--- src/rtl/vga_ptngen_param.sv ---
// Parametrised VGA timing and test-pattern generator. Counters feed a single registered
// output stage, so sync, enable, colour and frame pulse all trail the counters by one PCK.
module vga_ptngen_param #(
    parameter int H_ACTIVE  = 640,
    parameter int H_FP      = 16,
    parameter int H_SYNC    = 96,
    parameter int H_BP      = 48,
    parameter int V_ACTIVE  = 480,
    parameter int V_FP      = 10,
    parameter int V_SYNC    = 2,
    parameter int V_BP      = 33,
    parameter int COLOR_W   = 8,
    parameter bit HSYNC_POL = 1'b0,
    parameter bit VSYNC_POL = 1'b0
) (
    input  logic               PCK,
    input  logic               RST,
    input  logic [2:0]         MODE,
    input  logic               SCROLL_EN,
    output logic [9:0]         HCNT,
    output logic [9:0]         VCNT,
    output logic               VGA_DISPLAY_EN,
    output logic               VGA_HSYNC,
    output logic               VGA_VSYNC,
    output logic [COLOR_W-1:0] VGA_R,
    output logic [COLOR_W-1:0] VGA_G,
    output logic [COLOR_W-1:0] VGA_B,
    output logic               FRAME_START
);

    localparam int H_TOTAL = H_ACTIVE + H_FP + H_SYNC + H_BP;
    localparam int V_TOTAL = V_ACTIVE + V_FP + V_SYNC + V_BP;
    localparam int BAR_W   = H_ACTIVE / 8;

    localparam logic [9:0]  H_LAST   = 10'(H_TOTAL - 1);
    localparam logic [9:0]  V_LAST   = 10'(V_TOTAL - 1);
    localparam logic [9:0]  OFF_LAST = 10'(H_ACTIVE - 1);
    localparam logic [10:0] H_ACT    = 11'(H_ACTIVE);
    localparam logic [10:0] V_ACT    = 11'(V_ACTIVE);
    localparam logic [10:0] HS_START = 11'(H_ACTIVE + H_FP);
    localparam logic [10:0] HS_END   = 11'(H_ACTIVE + H_FP + H_SYNC);
    localparam logic [10:0] VS_START = 11'(V_ACTIVE + V_FP);
    localparam logic [10:0] VS_END   = 11'(V_ACTIVE + V_FP + V_SYNC);
    localparam logic [COLOR_W-1:0] C_MAX = '1;

    logic [9:0]         hcnt_q, hcnt_d, vcnt_q, vcnt_d;
    logic [9:0]         offset_q, offset_d;
    logic [2:0]         mode_q, mode_d;
    logic               scroll_q, scroll_d;
    logic               frame_start;
    logic [10:0]        x_w, y_w, sum, xs;
    logic [2:0]         bar;
    logic               active, pix_on;
    logic               de_q, de_d, hs_q, hs_d, vs_q, vs_d, fs_q, fs_d;
    logic [COLOR_W-1:0] r_q, r_d, g_q, g_d, b_q, b_d;

    // NOTE: every variable gets a default at the top of each always_comb so no path can infer a latch.
    always_comb begin
        frame_start = (hcnt_q == 10'd0) && (vcnt_q == 10'd0);
        hcnt_d      = (hcnt_q == H_LAST) ? 10'd0 : hcnt_q + 10'd1;
        vcnt_d      = vcnt_q;
        if (hcnt_q == H_LAST) begin
            vcnt_d = (vcnt_q == V_LAST) ? 10'd0 : vcnt_q + 10'd1;
        end
        mode_d   = frame_start ? MODE : mode_q;
        scroll_d = frame_start ? SCROLL_EN : scroll_q;
        offset_d = offset_q;
        if (frame_start && scroll_q) begin
            offset_d = (offset_q == OFF_LAST) ? 10'd0 : offset_q + 10'd1;
        end
    end

    // NOTE: sequential state uses non-blocking assignments so all registers sample the same pre-edge values.
    always_ff @(posedge PCK or posedge RST) begin
        if (RST) begin
            hcnt_q   <= 10'd0;
            vcnt_q   <= 10'd0;
            offset_q <= 10'd0;
            mode_q   <= 3'd0;
            scroll_q <= 1'b0;
        end else begin
            hcnt_q   <= hcnt_d;
            vcnt_q   <= vcnt_d;
            offset_q <= offset_d;
            mode_q   <= mode_d;
            scroll_q <= scroll_d;
        end
    end

    // The first pixel of a frame is rendered in the same cycle its mode/offset are latched,
    // so the pattern logic reads the next-state values rather than the registers.
    always_comb begin
        x_w    = {1'b0, hcnt_q};
        y_w    = {1'b0, vcnt_q};
        sum    = {1'b0, hcnt_q} + {1'b0, offset_d};
        xs     = (sum >= H_ACT) ? sum - H_ACT : sum;
        active = (x_w < H_ACT) && (y_w < V_ACT);
        bar    = 3'd0;
        for (int k = 1; k < 8; k++) begin
            if (xs >= 11'(k * BAR_W)) bar = bar + 3'd1;
        end

        pix_on = 1'b0;
        r_d    = '0;
        g_d    = '0;
        b_d    = '0;
        case (mode_d)
            3'd0: begin
                r_d = {COLOR_W{~bar[1]}};
                g_d = {COLOR_W{~bar[2]}};
                b_d = {COLOR_W{~bar[0]}};
            end
            3'd1: begin
                pix_on = ~(xs[5] ^ y_w[5]);
                r_d    = {COLOR_W{pix_on}};
                g_d    = {COLOR_W{pix_on}};
                b_d    = {COLOR_W{pix_on}};
            end
            3'd2: begin
                r_d = xs[COLOR_W-1:0];
                g_d = y_w[COLOR_W-1:0];
            end
            3'd3: begin
                pix_on = (xs[4:0] == 5'd0) || (y_w[4:0] == 5'd0) ||
                         (x_w == H_ACT - 11'd1) || (y_w == V_ACT - 11'd1);
                r_d    = {COLOR_W{pix_on}};
                g_d    = {COLOR_W{pix_on}};
                b_d    = {COLOR_W{pix_on}};
            end
            3'd4: r_d = C_MAX;
            3'd5: g_d = C_MAX;
            3'd6: b_d = C_MAX;
            default: begin
                r_d = C_MAX;
                g_d = C_MAX;
                b_d = C_MAX;
            end
        endcase
        if (!active) begin
            r_d = '0;
            g_d = '0;
            b_d = '0;
        end

        de_d = active;
        hs_d = ((x_w >= HS_START) && (x_w < HS_END)) ? HSYNC_POL : ~HSYNC_POL;
        vs_d = ((y_w >= VS_START) && (y_w < VS_END)) ? VSYNC_POL : ~VSYNC_POL;
        fs_d = frame_start;
    end

    always_ff @(posedge PCK or posedge RST) begin
        if (RST) begin
            de_q <= 1'b0;
            hs_q <= ~HSYNC_POL;
            vs_q <= ~VSYNC_POL;
            fs_q <= 1'b0;
            r_q  <= '0;
            g_q  <= '0;
            b_q  <= '0;
        end else begin
            de_q <= de_d;
            hs_q <= hs_d;
            vs_q <= vs_d;
            fs_q <= fs_d;
            r_q  <= r_d;
            g_q  <= g_d;
            b_q  <= b_d;
        end
    end

    assign HCNT           = hcnt_q;
    assign VCNT           = vcnt_q;
    assign VGA_DISPLAY_EN = de_q;
    assign VGA_HSYNC      = hs_q;
    assign VGA_VSYNC      = vs_q;
    assign VGA_R          = r_q;
    assign VGA_G          = g_q;
    assign VGA_B          = b_q;
    assign FRAME_START    = fs_q;

endmodule

--- config.mk ---
export PLATFORM = sky130hd
export DESIGN_NAME = vga_ptngen_param
export DESIGN_NICKNAME = d
export VERILOG_FILES = /design/src/rtl/vga_ptngen_param.sv
export SDC_FILE = /design/constraint.sdc
export NUM_CORES = 1
export LEC_CHECK = 0
export ABC_AREA = 1
export CAP_MARGIN = 10
export CORE_UTILIZATION = 55
export CTS_CLUSTER_DIAMETER = 50
export DETAILED_ROUTE_END_ITERATION = 8
export HOLD_SLACK_MARGIN = 0.12
export PLACE_DENSITY = 0.79
export SYNTH_ARGS = -nofsm -noshare
export SYNTH_HDL_FRONTEND = slang
export SYNTH_SLANG_ARGS = --single-unit
--- constraint.sdc ---
create_clock -name PCK -period 7.5 [get_ports PCK]
set_clock_uncertainty 0.1 [all_clocks]
set_input_delay 1.5 -clock PCK [delete_from_list [all_inputs] [get_ports PCK]]
set_output_delay 1.5 -clock PCK [all_outputs]
set_load 0.01 [all_outputs]
# ---- Yosys cells after proc, flatten, opt, wreduce, memory -nomap -nowiden
# Cells that the tools add are included.
dict set report word_totals {
  regBits 62
  output_inout_bits 48
  wordCells 90
  inputBits 6
}
dict set report classes {
  add_sub_neg 11
  reduce_logical 16
  n_lt_le_gt_ge 14
  bitwise_logic 5
  n_eq_ne 11
  n_mux 21
}
# cell count
set ops {}
lappend ops {{case mux 8 bit (5 select lines)} 2}
lappend ops {{equality test 10 bit (second input constant)} 4}
lappend ops {{2-to-1 mux 10 bit} 4}
lappend ops {{greater-or-equal comparator 11 x 9 -> 1 bit (second input constant)} 3}
lappend ops {{case mux 8 bit (4 select lines)} 1}
lappend ops {{adder 10 x 1 -> 10 bit (second input constant)} 3}
lappend ops {{2-to-1 mux 8 bit} 3}
lappend ops {{greater-or-equal comparator 11 x 10 -> 1 bit (second input constant)} 2}
lappend ops {{greater-or-equal comparator 11 x 8 -> 1 bit (second input constant)} 2}
lappend ops {{2-to-1 mux 3 bit} 7}
lappend ops {{logical NOT 10 bit} 2}
lappend ops {{< comparator 10 bit (second input constant)} 2}
lappend ops {{< comparator 10 x 9 -> 1 bit (second input constant)} 2}
lappend ops {{adder 3 x 1 -> 3 bit (second input constant)} 6}
lappend ops {{adder 10 x 10 -> 11 bit} 1}
lappend ops {{greater-or-equal comparator 11 x 7 -> 1 bit (second input constant)} 1}
lappend ops {{2-to-1 mux 11 bit} 1}
lappend ops {{subtractor 11 x 10 -> 11 bit (second input constant)} 1}
lappend ops {{equality test 10 x 9 -> 1 bit (second input constant)} 1}
lappend ops {{greater-or-equal comparator 10 bit (second input constant)} 1}
lappend ops {{greater-or-equal comparator 10 x 9 -> 1 bit (second input constant)} 1}
lappend ops {{logical NOT 5 bit} 2}
lappend ops {{equality test 3 bit (second input constant)} 3}
lappend ops {{equality test 3 x 2 -> 1 bit (second input constant)} 2}
lappend ops {{9 further kinds} 21}

# ---- Logic depth before layout (Yosys ltp)
# Gate-level depths: netlist (run 1).
dict set report logic_depth {
  ltp_word 24
  ltp_mapped 58
  depth_no_buf 58
}

# ---- Worst setup path after synthesis (run 1)
# Ideal clock, no wire load.
dict set report synth_timing {
  path_kind {register -> register}
  start {register vcnt_q[5] (netlist: VCNT[5])}
  end {register g_q[6] (netlist: VGA_G[6])}
  stages_incl_launch_ff 55
  setup_ns 0.063
  required_ns 7.337
  t_arrival_ns 6.613
  setup_slack_ns 0.724
  path_cell_list {dfrtp_1 -> clkbuf_1 -> nor4_1 -> inv_1 -> nor2_1 -> nand4_1 -> nor4_1 -> nand3_1 -> nand3_1 -> inv_1 -> ha_1 -> inv_1 -> fa_1 -> inv_2 -> nand3_1 -> nand2_1 -> nand2_1 -> nand3b_1 -> [... 19 more ...] -> nand3_1 -> nand3_1 -> nand2_1 -> ha_1 -> or2_2 -> and2_1 -> ha_1 -> inv_1 -> nor2_1 -> inv_1 -> nand3_1 -> nand2_1 -> nand2_1 -> nand2_2 -> nand2_4 -> nand3_1 -> nand2_1 -> inv_1}
}
dict set report synth_via {
  elab_chain_cells 24
  elab_cells_between_ends 48
  classes_between {add/sub: 8; order compare: 9; eq/ne: 6; mux: 12; bitwise: 3; reduce/logical: 10}
}
# element line_no
set synth_lines {}
lappend synth_lines {{from (decl)} 46} ;# logic [9:0] hcnt_q, hcnt_d, vcnt_q, vcnt_d;
lappend synth_lines {{from (signal assigned)} 83} ;# vcnt_q <= vcnt_d;
lappend synth_lines {{logical NOT 10 bit (*)} 59} ;# frame_start = (hcnt_q == 10'd0) && (vcnt_q == 10'd0);
lappend synth_lines {{logical AND 1 bit (*)} 59}
lappend synth_lines {{logical AND 1 bit (*)} 68} ;# if (frame_start && scroll_q) begin
lappend synth_lines {{2-to-1 mux 10 bit (*)} 68}
lappend synth_lines {{named net offset_d[0]} 47} ;# logic [9:0] offset_q, offset_d;
lappend synth_lines {{adder 10 x 10 -> 11 bit (*)} 95} ;# sum = {1'b0, hcnt_q} + {1'b0, offset_d};
lappend synth_lines {{subtractor 11 x 10 -> 11 bit or greater-or-equal comparator 11 x 10 -> 1 bit (tied branches)} 96} ;# xs = (sum >= H_ACT) ? sum - H_ACT : sum;
lappend synth_lines {{2-to-1 mux 11 bit (*)} 96}
lappend synth_lines {{[... 10 more ...]} -}
lappend synth_lines {{adder 3 x 1 -> 3 bit} 100} ;# if (xs >= 11'(k * BAR_W)) bar = bar + 3'd1;
lappend synth_lines {{2-to-1 mux 3 bit} 100}
lappend synth_lines {{adder 3 x 1 -> 3 bit} 100}
lappend synth_lines {{2-to-1 mux 3 bit} 100}
lappend synth_lines {{inverter 1 bit} 110} ;# g_d = {COLOR_W{~bar[2]}};
lappend synth_lines {{case mux 8 bit (5 select lines) (*)} 107} ;# case (mode_d)
lappend synth_lines {{2-to-1 mux 8 bit (*)} 139} ;# if (!active) begin
lappend synth_lines {{named net g_d[6]} 55} ;# logic [COLOR_W-1:0] r_q, r_d, g_q, g_d, b_q, b_d;
lappend synth_lines {{to (signal assigned)} 166} ;# g_q <= g_d;
lappend synth_lines {{to (decl)} 55}
# Mark *: on every way through the listed nets, which the timed path passes. The rest lies on a longest branch.
# A chain may end at the register's enable or synchronous reset.

# ---- Worst setup path in the final report (run 1)
dict set report layout_timing {
  start {register vcnt_q[5] (netlist: VCNT[5])}
  end {register g_q[4] (netlist: VGA_G[4])}
}
# The elaborated chain is that of the path after synthesis.

==> impl_metrics.env, run 1 <==
export IMPL_status="finished clean"
export IMPL_grt_pass1_wl_mm=18.4
export IMPL_p_total_w=0.000534
export IMPL_synth_seq_cells=55
export IMPL_cp_arrival_ns=7.29
export IMPL_setup_violations=0
export IMPL_yosysWarnings=0
export IMPL_grt_pass1_vias=4094
export IMPL_fin_nets=746
export IMPL_crit_fanout=8
export IMPL_tightest_slew_ns=0.887
export IMPL_ys_flop_type="dfrtp_1"
export IMPL_wl_met2_mm=6.12
export IMPL_drt_initial_drc_count=332
export IMPL_cts_tree="done"
export IMPL_worst_setup_path_end_kind="flip-flop"
export IMPL_wl_met1_mm=4.91
export IMPL_num_io_pins=54
export IMPL_power_per_cell_area_nw_per_um2=93.4
export IMPL_synth_top_area_share_pct=30.8
export IMPL_ant_nets=0
export IMPL_dp_cells=780
export IMPL_h_tree_depth=2
export IMPL_gr_total_overflow=0
export IMPL_max_stage_delay_ns=0.42
export IMPL_wirelength_mm=12.0
export IMPL_timing_fmax_mhz=140
export IMPL_drv_cap=0
export IMPL_slowest_stage="dfrtp_1"
export IMPL_leakage_nw=2.96
export IMPL_ys_types=40
export IMPL_min_from="scroll_q"
export IMPL_wl_met3_um=612
export IMPL_crit_type="reg2reg"
export IMPL_synth_area_leaders="dfrtp_1 31%, nand2_1 14%, inv_1 9.9%"
export IMPL_vias_per_cell=5.42
export IMPL_grt_max_degree=56
export IMPL_syn_avg_cell_area_um2=6.91
export IMPL_min_period_ns=7.14
export IMPL_wl_per_cell_um=14.7
export IMPL_yosys_cell_count_top_type="nand2_1"
export IMPL_drc=0
export IMPL_die_h_um=90.5
export IMPL_ff2ff_setup_slack_ns=0.36
export IMPL_synth_largest_area_cell="dfrtp_1"
export IMPL_coreArea_um2=7410
export IMPL_cp_start_kind="flip-flop"
export IMPL_synth_edff_count=0
export IMPL_diodes=0
export IMPL_synth_nets=653
export IMPL_finalInstanceArea_um2=5720
export IMPL_numCtsBuffers=5
export IMPL_clock_sinks=55
export IMPL_post_route_period_util_pct=95.2
export IMPL_placed_area_um2=5010
export IMPL_drive_gt1_share_pct=25.4
export IMPL_synthArstFlopShare_pct=100
export IMPL_cp_required_ns=7.65
export IMPL_r2r_start="VCNT[5]"
export IMPL_root_buffer="clkbuf_8"
export IMPL_reg2reg_to="VGA_G[4]"
export IMPL_dr_total_vias=4426
export IMPL_ys_seq_area_share_pct=32.0
export IMPL_syn2layout_area_growth_pct=32.8
export IMPL_synth_cells=623
export IMPL_antenna_found_initial=0
export IMPL_hold_violations=0
export IMPL_cts_clk_slew_worst_paths_ns=0.11
export IMPL_ir_drop_mv=0.0919
export IMPL_min_path_cells=2
export IMPL_fp_row_count=31
export IMPL_grt_usage_pct=27.1
export IMPL_port_buffers=53
export IMPL_highest_layer="met4"
export IMPL_holdWs_ns=0.447
export IMPL_worstHoldEndpoint="scroll_q"
export IMPL_slew_viol_final=0
export IMPL_hold_buffers=0
export IMPL_start_util_pct=58.1
export IMPL_drt_pre_antenna_iters=4
export IMPL_max_clock_path_buffers=2
export IMPL_synth_top_cells_by_count="156 x nand2_1, 114 x inv_1, 68 x nand3_1"
export IMPL_fin_cells=816
export IMPL_relSlewSlack_pct=40.8
export IMPL_die_area_um2=8190
export IMPL_worstSkewPairLatency_ns=0.31
export IMPL_reg2regPathDepth=52
export IMPL_place_congestion=0.933
export IMPL_worst_hold_path_type="reg2reg"
export IMPL_die_w_um=90.5
export IMPL_cpMostUsedCell="inv_1"
export IMPL_syn_area_um2=4310
export IMPL_dpl_hpwl_mm=8.16
cell usage in the layout, fill, tap and decap left out, types with 5 or more instances in the layout:
cell type / n
nand2_1: 142
nand3_1: 50
xor2_1: 7
nor2_2: 13
inv_2: 13
clkbuf_8: 5
ha_1: 12
nand2_4: 9
nor3_1: 14
a21oi_1: 29
inv_1: 108
nand3_2: 24
dfrtp_1: 49
ha_4: 10
nand2_2: 29
nor2_1: 34
buf_4: 43
nand4_1: 9
clkdlybuf4s50_1: 53
o21ai_0: 10
area by class of cell:
type	count	area [µm²]
sequential	55	1380
clock inverter	3	20.0
clock buffer	5	68.8
tap	99	124
fill	515	1690
timing repair buffer	97	865
inverter	124	473
multi-input combinational	433	2790
stage by stage:
step	util (%)	setup slack [ns]	TNS [ns]
finish	77.2	0.362	0
global route	77.2	-0.246	-1.82
CTS	69.0	0.0323	0
detailed placement	67.6	-0.128	-0.888
global placement	67.6	0.176	0
floorplan	-	0.724	0
report_power, final:
group | switching, W | leakage, nW | total [W] | internal, W
Combinational | 0.0000310 | 2.23 | 0.0000611 | 0.0000301
Clock | 0.0000979 | 0.0402 | 0.000163 | 0.0000653
Sequential | 0.00000409 | 0.687 | 0.000310 | 0.000306
metal layers:
metal / vias to the layer above / track usage [%]
met5: - / 0
met4: 0 / 9.41
met3: 35 / 2.69
met2: 159 / 47.2
met1: 2094 / 34.9
li1: 2138 / -
worst max path at each step:
stage	startpoint	endpoint	slack, ns
6_report	VCNT[5]	VGA_G[4]	0.36
5_1_grt	VCNT[6]	VGA_G[4]	-0.25
4_1_cts	HCNT[7]	VGA_G[4]	0.03
3_5_place_dp	HCNT[7]	VGA_G[4]	-0.13
3_3_place_gp	HCNT[7]	VGA_G[3]	0.18
2_1_floorplan	VCNT[5]	VGA_G[6]	0.72
worst max-delay path: cells and delay by family, from the launching register on:
kind            cells  cell delay (ns)
compound gates      2             0.35
flops               1             0.42
buf+inv            14             1.27
fa+ha+maj           6             1.47
xor+xnor            1             0.15
simple gates       29             3.27
what timing repair did:
item | 4_1_cts | 5_1_grt
pin swaps | 1 | 31
resized for setup | 1 | 87
endpoints found under the hold margin | 0 | 0
endpoints found under the setup margin | 9 | 16
setup buffers | 1 | 27
kinds of logic (layout without fill, tap and decap cells):
logic type,Yosys count,after routing,synth area share [%]
xor gates and xnor gates,11,11,2.24
adders and majority gates,24,24,7.15
buffers and inverters,135,229,12.6
AOI/OAI and AO/OA,50,50,7.00
DFF,55,55,32.0
and+or+nand+nor,348,348,39.0
sequential cells by signal, indices dropped and copies added, names as in the netlist:
signal,flops
VGA_VSYNC,1
VCNT,10
VGA_HSYNC,1
VGA_B,1
scroll_q,1
mode_q,3
VGA_DISPLAY_EN,1
VGA_R,8
HCNT,10
VGA_G,8
offset_q,10
FRAME_START,1
Note: power is estimated with default switching activity, not from simulation.
==> run 2, diff against run 1 <==
--- a/config.mk
+++ b/config.mk
@@ -10,6 +10,7 @@
 export CORE_UTILIZATION = 55
 export CTS_CLUSTER_DIAMETER = 50
 export DETAILED_ROUTE_END_ITERATION = 8
+export GPL_ROUTABILITY_DRIVEN = 0
 export HOLD_SLACK_MARGIN = 0.12
 export PLACE_DENSITY = 0.79
 export SYNTH_ARGS = -nofsm -noshare
==> run 2 against run 1 <==
Clock power grew 5%; non-clock buffer count stayed put; combinational power fell by 2%; sequential power about the same; critical path depth increased by 4; largest cell class unchanged; clock-buffer cell count unchanged; sequential share of layout area up 0.47 points; setup slack got worse by 0.051 ns.
==> impl_metrics.env, run 2 (same netlist as run 1, synthesis figures left out) <==
export IMPL_final_common_cell="nand2_1"
export IMPL_grt_max_degree=56
export IMPL_crit_type="reg2reg"
export IMPL_drt_pre_antenna_iters=5
export IMPL_numCtsBuffers=5
export IMPL_max_clock_path_buffers=2
export IMPL_grt_usage_pct=26.0
export IMPL_die_w_um=90.5
export IMPL_wl_per_cell_um=14.1
export IMPL_drive_gt1_share_pct=22.3
export IMPL_ff2ff_setup_slack_ns=0.31
export IMPL_worst_setup_path_end_kind="flip-flop"
export IMPL_drc=0
export IMPL_crit_family="simple AND/OR/NAND/NOR gates"
export IMPL_power_per_cell_area_nw_per_um2=96.6
export IMPL_cp_num_buf_inv=14
export IMPL_ant_nets=0
export IMPL_fp_row_count=31
export IMPL_cpMostUsedCell="nand2_1"
export IMPL_timing_fmax_mhz=139
export IMPL_cp_arrival_ns=7.35
export IMPL_dpl_hpwl_mm=8.06
export IMPL_root_buffer="clkbuf_8"
export IMPL_die_h_um=90.5
export IMPL_cts_clk_slew_worst_paths_ns=0.10
export IMPL_grt_pass1_vias=4003
export IMPL_port_buffers=53
export IMPL_vias_per_cell=5.37
export IMPL_dr_total_vias=4379
export IMPL_wirelength_mm=11.5
export IMPL_setup_tns_ns=0
export IMPL_syn2layout_area_growth_pct=30.1
export IMPL_holdWs_ns=0.464
export IMPL_gr_total_overflow=0
export IMPL_cp_required_ns=7.66
export IMPL_antenna_found_initial=0
export IMPL_setup_violations=0
export IMPL_h_tree_depth=2
export IMPL_ir_drop_mv=0.132
export IMPL_hold_buffers=0
export IMPL_slew_viol_final=0
export IMPL_status="finished clean"
export IMPL_dp_cells=781
export IMPL_die_area_um2=8190
export IMPL_drt_initial_drc_count=262
export IMPL_clock_sinks=55
export IMPL_min_period_ns=7.19
export IMPL_fin_nets=746
export IMPL_layout_common_cells="150 x nand2_1, 109 x inv_1, 54 x nand3_1"
export IMPL_drv_cap=0
export IMPL_post_route_period_util_pct=95.9
export IMPL_max_stage_delay_ns=0.41
export IMPL_worst_hold_path_type="reg2reg"
export IMPL_n_fill_cell=532
export IMPL_cts_tree="done"
export IMPL_diodes=0
export IMPL_crit_fanout=8
export IMPL_leakage_nw=2.93
export IMPL_start_util_pct=58.1
export IMPL_relSlewSlack_pct=45.6
export IMPL_cp_start_kind="flip-flop"
export IMPL_hold_violations=0
export IMPL_coreArea_um2=7410
export IMPL_tightest_slew_ns=0.812
export IMPL_worstSkewPairLatency_ns=0.31
export IMPL_fin_cells=816
export IMPL_grt_pass1_wl_mm=17.7
export IMPL_num_io_pins=54
export IMPL_slowest_stage="dfrtp_1"
## run 2: routing by layer
| metal | global-route usage (%) | vias to the layer above | part of all wire, % |
|---|---|---|---|
| met3 | 2.86 | 29 | 4.9 |
| met2 | 45.4 | 157 | 51 |
| met4 | 7.39 | 0 | 2.3 |
| met5 | 0 | - | 0 |
| met1 | 33.9 | 2047 | 42 |
| li1 | - | 2146 | - |
## run 2: final cells by class
type,instances,area [µm²],share of cell area [%]
Timing Repair Buffer,97,861,15.4
Multi-Input combinational cell,433,2670,47.7
Inverter,124,473,8.44
Sequential cell,55,1380,24.7
Clock inverter,3,25.0,0.446
Clock buffer,5,68.8,1.23
Tap cell,99,124,2.21
## run 2: power breakdown
group | internal [W] | switching [W] | leakage (nW) | total (W)
Combinational | 0.0000298 | 0.0000299 | 2.20 | 0.0000598
Clock | 0.0000671 | 0.000104 | 0.0443 | 0.000171
Sequential | 0.000306 | 0.00000409 | 0.689 | 0.000310
## run 2: final timing paths
check / start / end / cells after the start
max: HCNT[5] / VGA_G[3] / 56
min: VCNT[7] / VCNT[7] / 1
max reg2reg: HCNT[5] / VGA_G[3] / 56
min reg2reg: VCNT[7] / VCNT[7] / 1
max in group asynchronous: RST / HCNT[0] / 3
min in group asynchronous: RST / VGA_G[4] / 3
## run 2: worst reg2reg max path, delay by kind of cell (launching register included)
family          cells  cell delay (ns)
flops               1             0.41
simple gates       34             3.68
fa+ha+maj           7             1.54
compound gates      1             0.16
buf+inv            14             1.23
## run 2: what timing repair did
item,CTS,global route
pin swaps,0,24
setup endpoints to repair,8,16
gates resized for setup,1,60
setup buffers,0,27
## run 2: through the flow
| step | area [µm²] | total power (W) | setup WS (ns) | util, % |
|---|---|---|---|---|
| after floorplan | 4310 | 0.000347 | 0.724 | - |
| after global placement | 5020 | 0.000374 | 0.177 | 67.7 |
| after detailed placement | 5020 | 0.000375 | -0.0116 | 67.7 |
| after CTS | 5120 | 0.000541 | 0.00805 | 69.1 |
| after global routing | 5610 | 0.000563 | -0.195 | 75.7 |
| final | 5610 | 0.000541 | 0.311 | 75.7 |
==> run 3, diff against run 2 <==
--- a/config.mk
+++ b/config.mk
@@ -8,6 +8,7 @@
 export ABC_AREA = 1
 export CAP_MARGIN = 10
 export CORE_UTILIZATION = 55
+export CTS_BUF_LIST = sky130_fd_sc_hd__clkbuf_8
 export CTS_CLUSTER_DIAMETER = 50
 export DETAILED_ROUTE_END_ITERATION = 8
 export GPL_ROUTABILITY_DRIVEN = 0
==> results of run 3 <==
No change in the layout: final DEF, timing and power equal those of run 2.
==> RTL change 1, RTL diff (flow settings as in run 3) <==
`r_q` no longer has a reset.
--- a/src/rtl/vga_ptngen_param.sv
+++ b/src/rtl/vga_ptngen_param.sv
@@ -155,5 +155,4 @@
             vs_q <= ~VSYNC_POL;
             fs_q <= 1'b0;
-            r_q  <= '0;
             g_q  <= '0;
             b_q  <= '0;
@@ -163,8 +162,11 @@
             vs_q <= vs_d;
             fs_q <= fs_d;
-            r_q  <= r_d;
             g_q  <= g_d;
             b_q  <= b_d;
         end
+    end
+
+    always_ff @(posedge PCK) begin
+        r_q <= r_d;
     end
 
Function: changed (Yosys sat finds a counterexample within 4 cycles, from zero or initial values and one cycle with RST high).
==> RTL change 1 against run 3 <==
  * Synthesized cell count fell by 2.6%
  * Critical path depth up 1
  * Worst setup slack better by 0.093 ns
  * Routed wire length shrank 2.4%
  * Synthesized area fell by 4.4%
  * Design area decreased by 2.2%
  * Total power rose by 0.28%
  * Combinational power rose by 2%
  * Sequential cell count is the same
  * First-iteration DRC count up 0.76%
  * Hold slack lost 0.057 ns
==> RTL change 1: results (changes against run 3) <==
| Metric | Value |
|---|---|
| XOR/XNOR share of the synthesized area | 0.0149 (-0.00748) |
| Via count | 4,278 (-2.3%) |
| Fill count | 540 (+1.5%) |
| # placed instances | 760 (-2.7%) |
| H-tree levels | 2 (unchanged) |
| Net Sw Frac | 0.258 (+0.00212) |
| Data arrival time of the critical path | 7.26 ns (-0.09 ns) |
| Hold Path Origin | offset_q[9] |
| Worst reg2reg setup slack | 0.40 ns (+0.09 ns) |
| Share of cells above drive strength 1 | 0.250 (+0.0268) |
| Status | completed |
| Post-CTS Setup Bufs | 7 (+7) |
| # resized after CTS | 6 (+5) |
| Mux cell area share after synthesis | 0 (unchanged) |
| Leakage | 2.91 nW (-0.56%) |
| Ys async rst share | 0.855 (-0.145) |
| Hold slack | 0.407 ns (-0.0570 ns) |
| Non-filler instance count after layout | 795 (-2.6%) |
| Vias in the first global route | 3,916 (-2.2%) |
| CP endpoint | VGA_G[0] |
| Post-synthesis sequential area ratio | 0.325 (+0.00506) |
| Pin count of the biggest net entering global routing | 48 (-14%) |
| Global-route wire length before repair | 17,100 um (-3.5%) |
| Gate power share | 0.112 (+0.002) |
| Met2 GRT Util | 0.485 (+0.0307) |
| Fin nets | 725 (-2.8%) |
| Post-synthesis compound-gate area fraction | 0.0726 (+0.00263) |
| Total track usage | 0.278 (+0.0183) |
| Multi-input gate area | 2670 um^2 (about the same) |
| Worst r2r path cells | 57 (+1.8%) |
| Comb pwr | 0.0000608 W (+2%) |
| Routing usage on met3 | 0.0401 (+0.0115) |
| Synth area leaders | dfrtp_1 (27%), nand2_1 (15%), inv_1 (9.7%) |
| Dpl hpwl | 7740 um (-4.1%) |
| Global routing usage on met1 | 0.353 (+0.0141) |
| Insertion delay to the later sink of the worst-skew pair | 0.31 ns (about the same) |
| Synth Area in Adders | 0.0747 (+0.00330) |
| Post-DR wirelength/cell | 14.1 um (+0.16%) |
| Slowest CP cell | dfrtp_1 |
| Post-DP Area | 4780 um^2 (-4.7%) |
| Peak supply drop | 98.6 uV (-25%) |
| CP Launch Point | VCNT[4] |
| Post-synthesis cell count | 607 (-2.6%) |
| Initial drt markers | 264 (+0.76%) |
| Final period util | 0.946 (-0.0124) |
| Syn_nets | 637 (-2.5%) |
| DP Worst Slack | -0.124 ns (-0.112 ns) |
| Worst Hold End | offset_q[9] |
-- RTL change 1: cell types whose count changed in the layout (fill, tap and decap cells not counted), sizes merged, moves of 4 or more --
| cell | before | now |
|---|---|---|
| nor4 | 6 | 10 |
| dfxtp | 0 | 8 |
| buf | 44 | 37 |
| dfrtp | 53 | 45 |
| o21ai | 10 | 18 |
| inv | 122 | 118 |
| nand3 | 77 | 64 |
| a21oi | 33 | 26 |
-- RTL change 1: per-layer routing --
metal | part of all wire | up-vias
met2 | 0.51 | 158
met3 | 0.060 | 22
met1 | 0.42 | 1993
li1 | - | 2105
met4 | 0.017 | 0
met5 | 0 | -
-- RTL change 1: layout make-up --
type                       instances  area share
clock buffer                       5      0.0125
clock inverter                     3     0.00433
timing repair buffer              90       0.147
multi-input combinational        425       0.487
inverter                         118      0.0821
sequential                        55       0.244
tap                               99      0.0226
==> RTL change 2, RTL diff (settings of run 3) <==
Without the edit above. `VSYNC_POL`: 1'b0 -> 1'b1.
--- a/src/rtl/vga_ptngen_param.sv
+++ b/src/rtl/vga_ptngen_param.sv
@@ -12,5 +12,5 @@
     parameter int COLOR_W   = 8,
     parameter bit HSYNC_POL = 1'b0,
-    parameter bit VSYNC_POL = 1'b0
+    parameter bit VSYNC_POL = 1'b1
 ) (
     input  logic               PCK,
Behaviour: not the same (Yosys sat finds a counterexample within 4 cycles, from zero or initial values and one cycle with RST high).
==> RTL change 2 against run 3 <==
  * Routed wire length shrank 0.85%
  * Total power grew 0.95%
  * Sequential cell count is the same
  * Worst setup slack lost 0.011 ns
  * Synthesized cell count shrank 0.32%
  * Synthesized area shrank 0.44%
  * Final cell count shrank 0.25%
  * Design area shrank 0.49%
  * Critical endpoint is now VGA_G[1]
  * Largest cell class unchanged
==> RTL change 2: results (changes against run 3) <==
| Metric | Value |
|---|---|
| CP max stage delay | 0.44 ns (+0.03 ns) |
| Global-route wire length before repair | 18,000 um (+2.1%) |
| # placed instances | 779 (-0.26%) |
| Vias in the first global route | 4,087 (+2.1%) |
| Clk slew on worst S/H paths | 0.11 ns |
| Leakage | 2.94 nW (+0.16%) |
| Hold slack | 0.412 ns (-0.0512 ns) |
| Vias per cell | 5.43 (+1.2%) |
| Clock buffer depth | 2 (unchanged) |
| DR pass1 iterations | 6 (+1) |
| CTS Root Cell | clkbuf_8 |
| Initial drt markers | 308 (+18%) |
| Dpl hpwl | 8300 um (+2.9%) |
| Synth area leaders | dfrtp_1 (32%), nand2_1 (13%), inv_1 (10%) |
| Data arrival time of the critical path | 7.33 ns (-0.02 ns) |
| Total track usage | 0.270 (+0.0101) |
| Peak supply drop | 96.9 uV (-26%) |
| Worst Hold End | offset_q[9] |
| Share of cells above drive strength 1 | 0.217 (-0.00637) |
| Hold Path Origin | offset_q[9] |
| Diode count | 0 (unchanged) |
| Post-synth top cells | nand2_1 (151), inv_1 (116), dfrtp_1 (54), nand3_1 (54), nor2_1 (48) |
| Slowest CP cell | dfrtp_1 |
| Synth Flop Type | dfrtp_1 |
| Post-DR wirelength/cell | 14.0 um (-0.61%) |
| Fin nets | 744 (-0.27%) |
| Cts bufs inserted | 5 (unchanged) |
| End of the worst register-to-register path | VGA_G[1] |
| Least-Margin Pin Slew | 0.826 ns (+0.0139 ns) |
| Post-synthesis cell count | 621 (-0.32%) |
| Worst r2r path cells | 56 (unchanged) |
| R2R Path Start | VCNT[7] |
| Status | completed |
| Insertion delay to the later sink of the worst-skew pair | 0.32 ns |
| Syn_nets | 651 (-0.31%) |
| Hold Crit Depth | 1 (unchanged) |
| Pin count of the biggest net entering global routing | 56 (unchanged) |
| Critical path fanouts, max | 8 (unchanged) |
| H-tree levels | 2 (unchanged) |
| I/O Buffers | 53 (unchanged) |
| Post-synthesis sequential area ratio | 0.321 (+0.00111) |
| Worst reg2reg setup slack | 0.30 ns |
| Initial antenna violation count | 0 (unchanged) |
| Worst min-delay path class | reg -> reg |
| Yosys cell types | 43 (+7.5%) |
| Ys async rst share | 1.00 (unchanged) |
| Via count | 4,419 (+0.91%) |
-- RTL change 2: cell types whose count changed after synthesis, sizes merged, moves of 3 or more --
cell,delta
nand2,-6
xnor2,-3
nor4,+6
a21oi,-5
nor2,+3
nand3,-14
-- RTL change 2: what timing repair did --
action / 4_1_cts / 5_1_grt
gates cloned: 0 / 0
resized for setup: 8 / 61
pin swaps: 6 / 43
buffers inserted: 5 / 22
setup endpoints to repair: 8 / 16
-- RTL change 2: worst max-delay path: cells and delay by family (launching register included) --
family	cells	cell delay, ns
DFF	1	0.44
and+or+nand+nor	38	4.45
AOI/OAI and AO/OA	1	0.12
buffers and inverters	11	0.66
adders and majority gates	6	1.30
-- RTL change 2: cell families after synthesis --
family	share of synthesized area
AOI/OAI and AO/OA	0.0741
xor gates and xnor gates	0.0163
adders and majority gates	0.0718
buffers and inverters	0.126
DFF	0.321
and+or+nand+nor	0.390
-- RTL change 2: metal layers --
layer / GRT usage / up-vias / routed length [um]
met5: 0 / - / 0
met4: 0.0941 / 0 / 251
met3: 0.0354 / 28 / 623
met2: 0.470 / 149 / 5740
met1: 0.345 / 2089 / 4790
li1: - / 2153 / -
-- RTL change 2: how the worst max path moves through the flow --
stage               startpoint  cells after the start  slack, ns        to
global placement       HCNT[1]                     57       0.15  VGA_G[1]
CTS                    VCNT[4]                     54       0.07  VGA_G[1]
global route           VCNT[7]                     56      -0.19  VGA_G[1]
floorplan              VCNT[5]                     57       0.40  VGA_G[0]
finish                 VCNT[7]                     56       0.30  VGA_G[1]
detailed placement     VCNT[4]                     56      -0.24  VGA_G[1]
-- RTL change 2: final cells by class --
class | instances | area, um^2
Clock inverter | 3 | 22.5
Multi-Input combinational cell | 429 | 2650
Clock buffer | 5 | 68.8
Fill cell | 542 | 1830
Tap cell | 99 | 124
Sequential cell | 55 | 1380
Timing Repair Buffer | 96 | 853
Inverter | 127 | 482
-- RTL change 2: where the power goes --
| part | switching [W] | total, W | internal, W |
|---|---|---|---|
| Combinational | 0.0000306 | 0.0000606 | 0.0000300 |
| Clock | 0.000108 | 0.000176 | 0.0000679 |
| Sequential | 0.00000429 | 0.000310 | 0.000306 |
-- RTL change 2: per-stage QoR --
stage	cell area [um^2]	setup slack, ns
after CTS	5170	0.0661
after detailed placement	5000	-0.243
after global routing	5580	-0.191
after floorplan	4290	0.398
after global placement	5000	0.149
final	5580	0.300
